`src/rtl/stack_pkg.sv`:
```
// Shared definitions for the stack sequencer: command encodings, one-hot
// FSM states and error-flag bit positions.
package stack_pkg;

  localparam logic [2:0] OP_PUSH1 = 3'b000;
  localparam logic [2:0] OP_PUSH2 = 3'b001;
  localparam logic [2:0] OP_PUSH3 = 3'b010;
  localparam logic [2:0] OP_PULL1 = 3'b100;
  localparam logic [2:0] OP_PULL2 = 3'b101;
  localparam logic [2:0] OP_PULL3 = 3'b110;

  typedef logic [4:0] state_t;
  localparam state_t ST_IDLE      = 5'b00001;
  localparam state_t ST_PUSH      = 5'b00010;
  localparam state_t ST_PULL      = 5'b00100;
  localparam state_t ST_PULL_LAST = 5'b01000;
  localparam state_t ST_DONE      = 5'b10000;

  localparam int ERR_W         = 3;
  localparam int ERR_PUSH_WRAP = 0;
  localparam int ERR_PULL_WRAP = 1;
  localparam int ERR_ILLEGAL   = 2;

  // Low two bits of 2'b11 mark the two illegal encodings.
  function automatic logic op_legal(input logic [2:0] op);
    return op[1:0] != 2'b11;
  endfunction

  function automatic logic op_is_pull(input logic [2:0] op);
    return op[2];
  endfunction

  function automatic logic [1:0] op_bytes(input logic [2:0] op);
    return (op[1:0] == 2'b11) ? 2'd1 : op[1:0] + 2'd1;
  endfunction

endpackage

```
`src/rtl/stack_ptr.sv`:
```
// Stack pointer register with load/increment/decrement and wrap detection.
module stack_ptr #(
  parameter int              SP_W     = 8,
  parameter logic [SP_W-1:0] SP_RESET = 8'hFD
) (
  input  logic            CLK,
  input  logic            R,
  input  logic            load,
  input  logic [SP_W-1:0] load_val,
  input  logic            inc,
  input  logic            dec,
  output logic [SP_W-1:0] sp,
  output logic            inc_wrap,
  output logic            dec_wrap
);

  // NOTE: sequential state uses non-blocking assignments so every register
  // samples the pre-edge values of its neighbours.
  always_ff @(posedge CLK or posedge R) begin
    if (R)         sp <= SP_RESET;
    else if (load) sp <= load_val;
    else if (inc)  sp <= sp + 1'b1;
    else if (dec)  sp <= sp - 1'b1;
  end

  assign inc_wrap = inc && (sp == '1);
  assign dec_wrap = dec && (sp == '0);

endmodule

```
`src/rtl/stack_seq.sv`:
```
// Stack sequencer: expands 1-3 byte push/pull commands into back-to-back
// memory cycles on the stack page and owns the stack pointer.
module stack_seq
  import stack_pkg::*;
#(
  parameter int                DW         = 8,
  parameter int                AW         = 16,
  parameter int                SP_W       = 8,
  parameter int                PAGE_W     = 8,
  parameter logic [PAGE_W-1:0] STACK_PAGE = 8'h01,
  parameter logic [SP_W-1:0]   SP_RESET   = 8'hFD
) (
  input  logic            CLK,
  input  logic            R,
  input  logic            cmd_valid,
  output logic            cmd_ready,
  input  logic [2:0]      cmd_op,
  input  logic [3*DW-1:0] wdata,
  output logic            rsp_valid,
  output logic [3*DW-1:0] rsp_data,
  output logic [AW-1:0]   mem_addr,
  output logic            mem_we,
  output logic [DW-1:0]   mem_wdata,
  input  logic [DW-1:0]   mem_rdata,
  output logic [SP_W-1:0] sp,
  input  logic            sp_wr,
  input  logic [SP_W-1:0] sp_wdata,
  output logic [ERR_W-1:0] err
);

  state_t           state, state_nx;
  logic [1:0]       n_q, cnt;
  logic [3*DW-1:0]  data_q, rsp_q;
  logic [ERR_W-1:0] err_q;
  logic             accept, sp_load, sp_inc, sp_dec, inc_wrap, dec_wrap;
  logic [1:0]       cap_idx;
  logic [SP_W-1:0]  sp_up;

  stack_ptr #(.SP_W(SP_W), .SP_RESET(SP_RESET)) u_ptr (
    .CLK      (CLK),
    .R        (R),
    .load     (sp_load),
    .load_val (sp_wdata),
    .inc      (sp_inc),
    .dec      (sp_dec),
    .sp       (sp),
    .inc_wrap (inc_wrap),
    .dec_wrap (dec_wrap)
  );

  always_ff @(posedge CLK or posedge R) begin
    if (R) state <= ST_IDLE;
    else   state <= state_nx;
  end

  // NOTE: every combinational output gets a default first so no path leaves
  // it unassigned and infers a latch.
  always_comb begin
    state_nx = state;
    case (state)
      ST_IDLE:
        if (accept)
          state_nx = !op_legal(cmd_op)  ? ST_DONE :
                     op_is_pull(cmd_op) ? ST_PULL : ST_PUSH;
      ST_PUSH:      if (cnt == n_q - 2'd1) state_nx = ST_DONE;
      ST_PULL:      if (cnt == n_q - 2'd1) state_nx = ST_PULL_LAST;
      ST_PULL_LAST: state_nx = ST_DONE;
      ST_DONE:      state_nx = ST_IDLE;
      default:      state_nx = ST_IDLE;
    endcase
  end

  assign sp_up = sp + 1'b1;

  always_comb begin
    cmd_ready = 1'b0;
    rsp_valid = 1'b0;
    mem_we    = 1'b0;
    mem_wdata = '0;
    mem_addr  = AW'({STACK_PAGE, sp});
    sp_load   = 1'b0;
    sp_inc    = 1'b0;
    sp_dec    = 1'b0;
    case (state)
      ST_IDLE: begin
        cmd_ready = !sp_wr;
        sp_load   = sp_wr;
      end
      ST_PUSH: begin
        mem_we    = 1'b1;
        mem_wdata = data_q[3*DW-1 -: DW];
        sp_dec    = 1'b1;
      end
      ST_PULL: begin
        mem_addr = AW'({STACK_PAGE, sp_up});
        sp_inc   = 1'b1;
      end
      ST_DONE: rsp_valid = 1'b1;
      default: ;
    endcase
  end

  assign accept = cmd_valid && cmd_ready;

  // Read data lags the address by one cycle, so each capture lands one byte
  // behind the address counter; PULL_LAST collects the final byte.
  assign cap_idx = (state == ST_PULL_LAST) ? n_q - 2'd1 : cnt - 2'd1;

  always_ff @(posedge CLK or posedge R) begin
    if (R) begin
      n_q    <= '0;
      cnt    <= '0;
      data_q <= '0;
      rsp_q  <= '0;
      err_q  <= '0;
    end else if (accept) begin
      n_q    <= op_bytes(cmd_op);
      cnt    <= '0;
      // Left-align the payload so the most significant pushed byte is on top.
      data_q <= wdata << (DW * (3 - int'(op_bytes(cmd_op))));
      rsp_q  <= '0;
      if (!op_legal(cmd_op)) err_q[ERR_ILLEGAL] <= 1'b1;
    end else if (sp_load) begin
      err_q <= '0;
    end else begin
      case (state)
        ST_PUSH: begin
          data_q <= data_q << DW;
          cnt    <= cnt + 2'd1;
          if (dec_wrap) err_q[ERR_PUSH_WRAP] <= 1'b1;
        end
        ST_PULL: begin
          if (cnt != 2'd0) rsp_q[DW*int'(cap_idx) +: DW] <= mem_rdata;
          cnt <= cnt + 2'd1;
          if (inc_wrap) err_q[ERR_PULL_WRAP] <= 1'b1;
        end
        ST_PULL_LAST: rsp_q[DW*int'(cap_idx) +: DW] <= mem_rdata;
        default: ;
      endcase
    end
  end

  assign rsp_data = rsp_q;
  assign err      = err_q;

endmodule

```
`config.mk`:
```
export PLATFORM = sky130hd
export DESIGN_NAME = stack_seq
export DESIGN_NICKNAME = d
export VERILOG_FILES = /design/src/rtl/stack_pkg.sv /design/src/rtl/stack_ptr.sv /design/src/rtl/stack_seq.sv
export SDC_FILE = /design/constraint.sdc
export NUM_CORES = 1
export LEC_CHECK = 0
export CAP_MARGIN = 20
export CORE_MARGIN = 3
export CORE_UTILIZATION = 45
export DETAILED_ROUTE_END_ITERATION = 8
export PLACE_DENSITY = 0.76
export SKIP_LAST_GASP = 1
export SYNTH_ARGS = -nofsm -noshare
export SYNTH_HDL_FRONTEND = slang
export SYNTH_SLANG_ARGS = --single-unit
```
`constraint.sdc`:
```
create_clock -name CLK -period 3.2 [get_ports CLK]
set_clock_uncertainty 0.2 [all_clocks]
set_input_delay 0.96 -clock CLK [delete_from_list [all_inputs] [get_ports CLK]]
set_output_delay 0.96 -clock CLK [all_outputs]
set_load 0.1 [all_outputs]
```
Word level (Yosys, flattened, before mapping)
Index checks and enable logic that the tools add are counted.
{"block": "totals", "output_inout_bits": 62, "elab_cells": 96, "reg_bits": 68}
{"block": "classes", "reduce_logical": 23, "shift": 3, "n_eq_ne": 15, "mux": 37, "n_bitwise": 1, "n_addsub": 8}
{"op": "24-bit two-way mux", "n": 6}
{"op": "24-bit case mux with 2 select lines", "n": 1}
{"op": "8-bit two-way mux", "n": 5}
{"op": "5-bit negator with 33-bit output", "n": 1}
{"op": "8-bit by 33-bit variable shift with 24-bit output, first input constant", "n": 1}
{"op": "8-bit by 33-bit variable part select with 24-bit output", "n": 1}
{"op": "24-bit by 32-bit << shifter with 24-bit output", "n": 1}
{"op": "24-bit bitwise mux", "n": 1}
{"op": "5-bit two-way mux", "n": 4}
{"op": "5-bit case mux with 4 select lines", "n": 1}
{"op": "2-bit nonzero test", "n": 8}
{"op": "1-bit two-way mux", "n": 12}
{"op": "2-bit two-way mux", "n": 6}
{"op": "2-bit inequality test, second input constant", "n": 6}
{"op": "3-bit AND reduction", "n": 4}
{"op": "8-bit by 1-bit adder with 8-bit output, second input constant", "n": 1}
{"op": "8-bit == test, second input constant", "n": 1}
{"op": "8-bit logical NOT", "n": 1}
{"op": "8-bit by 1-bit subtractor with 8-bit output, second input constant", "n": 1}
{"op": "2-bit AND reduction", "n": 3}
{"op": "3-bit nonzero test", "n": 2}
{"op": "5-bit by 1-bit == test with 1-bit output, second input constant", "n": 1}
{"op": "5-bit by 2-bit == test with 1-bit output, second input constant", "n": 1}
{"op": "5-bit by 3-bit == test with 1-bit output, second input constant", "n": 1}
{"op": "13 further kinds", "n": 17}

Longest topological paths before layout
Gate-level depths: netlist of the first run.
{"block": "depth", "ltp_word": 9, "mapped_depth": 9}

Modules after synthesis
Synthesis of the first run repeated with hierarchy kept, for this count alone.
{"block": "hier_totals", "hier_cells": 441, "hier_area_um2": 4028.9}
{"mod": "stack_seq", "area_each_um2": 3314.4, "seq_area_each_um2": 1502.7, "instances": 1, "cells_each": 363}
{"mod": "stack_ptr", "area_each_um2": 714.4, "seq_area_each_um2": 209.0, "instances": 1, "cells_each": 78}

Worst setup path after synthesis of the first run
Ideal clock, no wire load.
{"block": "synth_path", "path_type": "reg2out", "startpoint": "register u_ptr.sp[1]", "endpoint": "output mem_addr[1]", "stages_incl_launch_ff": 3, "path_slack_ns": -1.305, "path_buffers": 0, "t_arrival_ns": 3.345, "cell_sequence": "dfrtp_1 inv_1 o21ai_0"}
{"block": "synth_between", "elab_chain_cells": 2}
{"element": "from (decl)", "line_no": "stack_ptr.sv:12", "text": "output logic [SP_W-1:0] sp,"}
{"element": "from (signal assigned)", "line_no": "stack_ptr.sv:21", "text": "else if (load) sp <= load_val;"}
{"element": "from (signal assigned)", "line_no": "stack_ptr.sv:22", "text": "else if (inc) sp <= sp + 1'b1;"}
{"element": "from (signal assigned)", "line_no": "stack_ptr.sv:23", "text": "else if (dec) sp <= sp - 1'b1;"}
{"element": "8-bit by 1-bit adder with 8-bit output", "line_no": "stack_seq.sv:73", "text": "assign sp_up = sp + 1'b1;"}
{"element": "8-bit two-way mux (*)", "line_no": "stack_seq.sv:84", "text": "case (state)"}
{"element": "to (decl)", "line_no": "stack_seq.sv:21", "text": "output logic [AW-1:0] mem_addr,"}
Every way passes the cells marked *; elsewhere a longest branch is shown, timed or not.

Worst setup path in the final report of the first run
{"block": "layout_path", "startpoint": "register state[4]", "endpoint": "output mem_addr[4]"}
{"block": "layout_between", "elab_chain_cells": 2}
{"element": "from (decl)", "line_no": "stack_seq.sv:31", "text": "state_t state, state_nx;"}
{"element": "from (signal assigned)", "line_no": "stack_seq.sv:53", "text": "else state <= state_nx;"}
{"element": "5-bit by 3-bit == test with 1-bit output", "line_no": "stack_seq.sv:84"}
{"element": "8-bit two-way mux", "line_no": "stack_seq.sv:84"}
Every way passes these cells.

==> results of run 1 <==
[sequential cells by signal, summed over array words and instances, names as in the netlist]
| name | cells |
|---|---|
| data_q | 24 |
| rsp_data | 24 |
| u_ptr.sp | 8 |
| state | 5 |
| err | 3 |
| cnt | 2 |
| n_q | 2 |
[worst paths after layout]
check                                        startpoint                        to  cells past startpoint
worst max-delay path               state[4]$_DFFE_PP0P_               mem_addr[4]                      6
worst min-delay path            rsp_data[5]$_DFFE_PP0P_   rsp_data[5]$_DFFE_PP0P_                      2
worst max register to register     state[2]$_DFFE_PP0P_  rsp_data[19]$_DFFE_PP0P_                      8
worst min register to register  rsp_data[5]$_DFFE_PP0P_   rsp_data[5]$_DFFE_PP0P_                      2
max in group asynchronous                             R   u_ptr.sp[7]$_DFFE_PP1P_                      3
min in group asynchronous                             R   rsp_data[7]$_DFFE_PP0P_                      3
[area by class of cell]
type | instances | share of cell area (%)
multi-input combinational | 340 | 38.79
sequential | 68 | 30.54
timing repair buffer | 125 | 23.28
tap | 105 | 2.317
clock buffer | 9 | 2.184
clock inverter | 7 | 2.030
inverter | 11 | 0.8605
[stage by stage]
step	cells	TNS (ns)	utilization, %
finish	665	0	67.99
detailed placement	642	0	63.92
CTS	661	0	67.15
global route	665	-0.02406	67.99
global placement	642	0	63.92
floorplan	452	-0.7754	-
[critical path, cell delays in order (launching register included)]
cell	delay (ns)
dfrtp_1	0.40
buf_6	0.13
nor4_4	0.22
and2_4	0.19
nand4_1	0.26
xnor2_4	0.27
buf_12	0.19
[kinds of logic (layout without fill, tap and decap cells)]
kind of cell               count (synthesis)  after routing  share of synthesized area [%]
other                                      2              8                         0.1920
AOI/OAI and AO/OA                         99             99                          16.64
xor gates and xnor gates                  13             13                          2.911
buffers and inverters                     44            152                          5.406
and+or+nand+nor                          191            191                          22.90
DFF                                       68             68                          43.76
muxes                                     19             19                          4.990
adders and majority gates                 10             10                          3.199
[cell usage after synthesis, drive strengths merged, types with 4 or more instances]
library cell  count  area share (%)
xor2              4            0.90
nand3            14             1.8
dfrtp            60              38
inv              11             1.1
a211oi            8             1.5
nor3              4            0.64
xnor2             9             2.0
a22oi             5            0.96
a22o              9             2.0
buf              16             2.7
mux2i            18             4.6
nand2b            4            0.64
nand4             4            0.64
dfstp             8             5.4
nand2            89             8.5
or3               4            0.64
a31oi            21             3.4
nor2             44             4.2
and2              9             1.4
clkbuf           17             1.6
o21ai            32             4.1
ha               10             3.2
or4               5             1.1
a21oi            10             1.3
[what timing repair did]
action,in CTS,in global routing
buffers inserted,3,4
cloned,0,0
pin swaps,0,6
endpoints found under the setup margin,9,12
hold buffers,0,0
resized for setup,3,9
hold endpoints to repair,0,0
[power by group through the flow]
stage / Clock [uW] / Sequential (uW) / Combinational, uW
finish: 860 / 1480 / 2670
global route: 908 / 1520 / 2850
CTS: 864 / 1480 / 2620
detailed placement: 0 / 1490 / 2600
global placement: 0 / 1480 / 2540
floorplan: 0 / 1820 / 1520
[routing by layer]
metal | GRT usage (%) | up-vias | share of wire [%]
met2 | 37.40 | 139 | 50
met4 | 6.092 | 0 | 1.4
met5 | 0 | - | 0
li1 | - | 1767 | -
met3 | 4.278 | 15 | 5.6
met1 | 31.21 | 1781 | 43
==> qor.yml, run 1 <==
drt:
  wl_per_cell_um: 16.31
  drc: 0
  drtAntennaViolNets: 0
  drtIter0Drc: 215
  totalWireLength_um: 10840
  dr.pass1.iters: 5
  vias_per_cell: 5.567
  num_vias: 3702
logic_synthesis:
  syn_area_per_cell_um2: 8.770
  ys_warn_count: 0
  ys.flop_type: "dfrtp_1"
  async_flop_share_pct: 100.0
  synth.distinct_cells: 52
  synthCells: 446
  synth-edff-count: 0
  syn-cell-area_um2: 3911
  yosysSeqAreaShare_pct: 43.76
  synth-seq-cells: 68
sta:
  min_period_ns: 3.167
  fin_crit_sh_pct: 98.97
  maxSlewViolCount: 0
  setup_viol: 0
  hold_ws_ns: 0.3062
  max_freq_mhz: 315.7
  setup_ws_ns: 0.03293
  hold_violations: 0
  tightestPinTransition_ns: 0.6344
  slew_headroom_pct: 57.71
layout:
  final_common_cell: "nand2_1"
  fill_cells: 651
  seqCellArea_um2: 1732
  diodes: 0
  final_area_um2: 5670
  nNetsFinal: 612
  syn_to_final_growth_pct: 44.98
  multi_input_area_um2: 2200
  layout_common_cells: "88 x nand2_1, 59 x dfrtp_1, 57 x buf_4, 46 x clkdlybuf4s50_1, 43 x nor2_1"
  drive_gt1_share_pct: 24.46
clocking:
  cts_root_buffer: "clkbuf_8"
  cts_tree: "built"
  cts_sinks: 68
  htreeDepth: 3
  cts_made_buffers: 9
  cts.clk_slew.worst_paths_ns: 0.08
  clock_latency_ns: 0.35
  cts_buffer_depth: 2
setup_path:
  startpoint_type: "flip-flop"
  cp_data_arrival_time_ns: 2.01
  endpoint_kind: "output port"
  crit_required_ns: 2.04
  r2r_slack_ns: 0.28
  critPathKind: "flip-flop to output port"
  critical_path_peak_fanout: 3
min_path:
  hold_path_class: "flip-flop to flip-flop"
power:
  combPwrFrac_pct: 53.4
  switchingPower_uw: 2394
  intPower_uw: 2616
  clkPwrFrac_pct: 17.2
  sw_frac_of_total_pct: 47.79
  powerDensity_nw_per_um2: 883.5
  total_power_uw: 5010
  p_leak_uw: 0.002504
  irDropWorstVdd_uv: 592.6
  seqPwrFrac_pct: 29.5
outcome:
  outcome: "complete, no violations"
grt:
  grt_pass1_wl_um: 18260
  grt_pass1_vias: 3735
  grt_max_degree: 69
  grt-ovfl-total: 0
  globalRouteTotalUtil_pct: 22.82
  antenna_found_initial: 0
die:
  rows: 33
  die_y_um: 99.23
  die_area_um2: 9847
  fp.dieW_um: 99.23
  coreArea_um2: 8341
  initial_core_util_pct: 46.89
  pin_count: 109
placement:
  placed_area_um2: 5331
  gp_congestion: 0.8942
  io_buffers: 100
  post-place-ws_ns: 0.2075
  hpwl_um: 7960
run:
  drv_cap: 0
(Power assumes the default switching activity.)
==> inputs of run 2 (changes only) <==
==> constraint.sdc (replaced) <==
create_clock -name CLK -period 3.2 [get_ports CLK]
set_clock_uncertainty 0.2 [all_clocks]
set_input_delay 0.64 -clock CLK [delete_from_list [all_inputs] [get_ports CLK]]
set_output_delay 0.64 -clock CLK [all_outputs]
set_load 0.1 [all_outputs]
==> run 2 against run 1 <==
Effect of this change: sequential power hardly changed; clock-buffer cell count up 4; first-iteration DRC count up 20%; setup slack better by 0.076 ns; non-clock buffer count decreased by 13; total power decreased by 3.8%; critical path type unchanged; sequential cell count unchanged.
==> qor.yml, run 2 (same netlist as run 1, synthesis figures left out) <==
grt:
  globalRouteTotalUtil_pct: 21.91
  antenna_found_initial: 0
  grt-ovfl-total: 0
  grt_pass1_wl_um: 17560
  grt_max_degree: 69
  grt_pass1_vias: 3577
placement:
  placed_area_um2: 5253
  io_buffers: 100
  hpwl_um: 7877
  gp_congestion: 0.8793
outcome:
  outcome: "complete, no violations"
setup_path:
  r2r_cells: 6
  cp_data_arrival_time_ns: 2.25
  r2r-start: "state[2]$_DFFE_PP0P_"
  critPathKind: "flip-flop to output port"
  critical_path_peak_fanout: 14
  rr_endpoint: "rsp_data[12]$_DFFE_PP0P_"
  r2r_slack_ns: 0.37
  crit_required_ns: 2.36
  startpoint_type: "flip-flop"
  endpoint_kind: "output port"
drt:
  totalWireLength_um: 10640
  wl_per_cell_um: 16.32
  drtIter0Drc: 259
  vias_per_cell: 5.664
  drc: 0
  num_vias: 3693
  drtAntennaViolNets: 0
  dr.pass1.iters: 5
power:
  switchingPower_uw: 2353
  irDropWorstVdd_uv: 388.0
  seqPwrFrac_pct: 31.0
  total_power_uw: 4819
  clkPwrFrac_pct: 16.0
  intPower_uw: 2466
  combPwrFrac_pct: 53.0
  powerDensity_nw_per_um2: 879.2
  p_leak_uw: 0.002419
  sw_frac_of_total_pct: 48.82
sta:
  tightestPinTransition_ns: 0.6406
  rsz0062_at_grt: "false"
  slew_headroom_pct: 57.29
  fin_crit_sh_pct: 96.61
  max_freq_mhz: 323.5
  setup_viol: 0
  hold_violations: 0
  maxSlewViolCount: 0
  min_period_ns: 3.092
run:
  drv_cap: 0
layout:
  drive_gt1_share_pct: 21.57
  syn_to_final_growth_pct: 40.15
  final_common_cell: "nand2_1"
  utilization_pct: 65.72
  fill_cells: 694
  final_area_um2: 5482
  nNetsFinal: 599
  layout_common_cells: "89 x nand2_1, 60 x dfrtp_1, 46 x clkdlybuf4s50_1, 46 x buf_4, 43 x nor2_1"
  diodes: 0
die:
  initial_core_util_pct: 46.89
  fp.dieW_um: 99.23
  die_area_um2: 9847
  coreArea_um2: 8341
  rows: 33
  die_y_um: 99.23
  pin_count: 109
clocking:
  htreeDepth: 3
  cts_tree: "built"
  cts_root_buffer: "clkbuf_8"
  cts.clk_slew.worst_paths_ns: 0.07
  cts_sinks: 68
  cts_made_buffers: 9
  cts_buffer_depth: 2
  clock_latency_ns: 0.34
  holdBufCountCts: 0
min_path:
  min_from: "rsp_data[2]$_DFFE_PP0P_"
  hold_path_end: "rsp_data[2]$_DFFE_PP0P_"
  hold_path_class: "flip-flop to flip-flop"
  min_path_cells: 2
==> run 2: worst max-delay path by stage <==
| stage | depth (start not counted) | slack [ns] | startpoint | end |
|---|---|---|---|---|
| after global routing | 5 | 0.05 | state[3]$_DFFE_PP0P_ | mem_wdata[3] |
| after floorplan | 2 | -0.23 | u_ptr.sp[1]$_DFFE_PP0P_ | mem_addr[1] |
| final | 5 | 0.11 | state[3]$_DFFE_PP0P_ | mem_wdata[3] |
| after CTS | 5 | 0.0004 | state[3]$_DFFE_PP0P_ | mem_wdata[3] |
| after detailed placement | 5 | 0.39 | state[3]$_DFFE_PP0P_ | mem_wdata[3] |
| after global placement | 5 | 0.47 | state[3]$_DFFE_PP0P_ | mem_wdata[2] |
==> run 2: per-stage QoR <==
step / setup slack, ns / hold WS [ns] / std cells / setup TNS (ns)
detailed placement: 0.3926 / 0.2777 / 636 / 0
finish: 0.1084 / 0.2905 / 652 / 0
global placement: 0.4711 / 0.2760 / 636 / 0
global route: 0.04546 / 0.3121 / 652 / 0
floorplan: -0.2312 / 0.3030 / 452 / -0.2312
CTS: 0.0004217 / 0.2944 / 652 / 0
==> run 2: routing by layer <==
layer | track usage, % | share of wire (%) | vias up
li1 | - | - | 1734
met1 | 29.95 | 42 | 1772
met5 | 0 | 0 | -
met4 | 7.458 | 1.6 | 0
met3 | 3.857 | 7.4 | 17
met2 | 35.33 | 49 | 170
==> run 2: timing repair <==
item | 4_1_cts | 5_1_grt
setup buffers | 0 | 0
hold endpoints to repair | 0 | 0
resized for setup | 0 | 2
endpoints found under the setup margin | 0 | 8
==> run 2: worst max-delay path, cell delays in order (launching register included) <==
cell	delay, ns
dfrtp_1	0.46
or3_4	0.43
or3b_1	0.47
inv_4	0.19
and2_4	0.19
buf_12	0.17
==> run 2: cell type report <==
class | instances | area [um2] | area share, %
clock buffers | 13 | 178.9 | 3.264
clock inverters | 3 | 42.54 | 0.7761
inverters | 11 | 43.79 | 0.7989
multi-input cells | 340 | 2163 | 39.47
flip-flops and latches | 68 | 1715 | 31.29
well taps | 105 | 131.4 | 2.397
repair buffers | 112 | 1206 | 22.00
==> run 2: power groups by stage <==
stage | combinational, uW | clock [uW] | sequential [uW]
3_3_place_gp | 2490 | 0 | 1480
6_report | 2550 | 771 | 1490
2_1_floorplan | 1500 | 0 | 1810
3_5_place_dp | 2550 | 0 | 1500
5_1_grt | 2720 | 811 | 1540
4_1_cts | 2550 | 779 | 1490
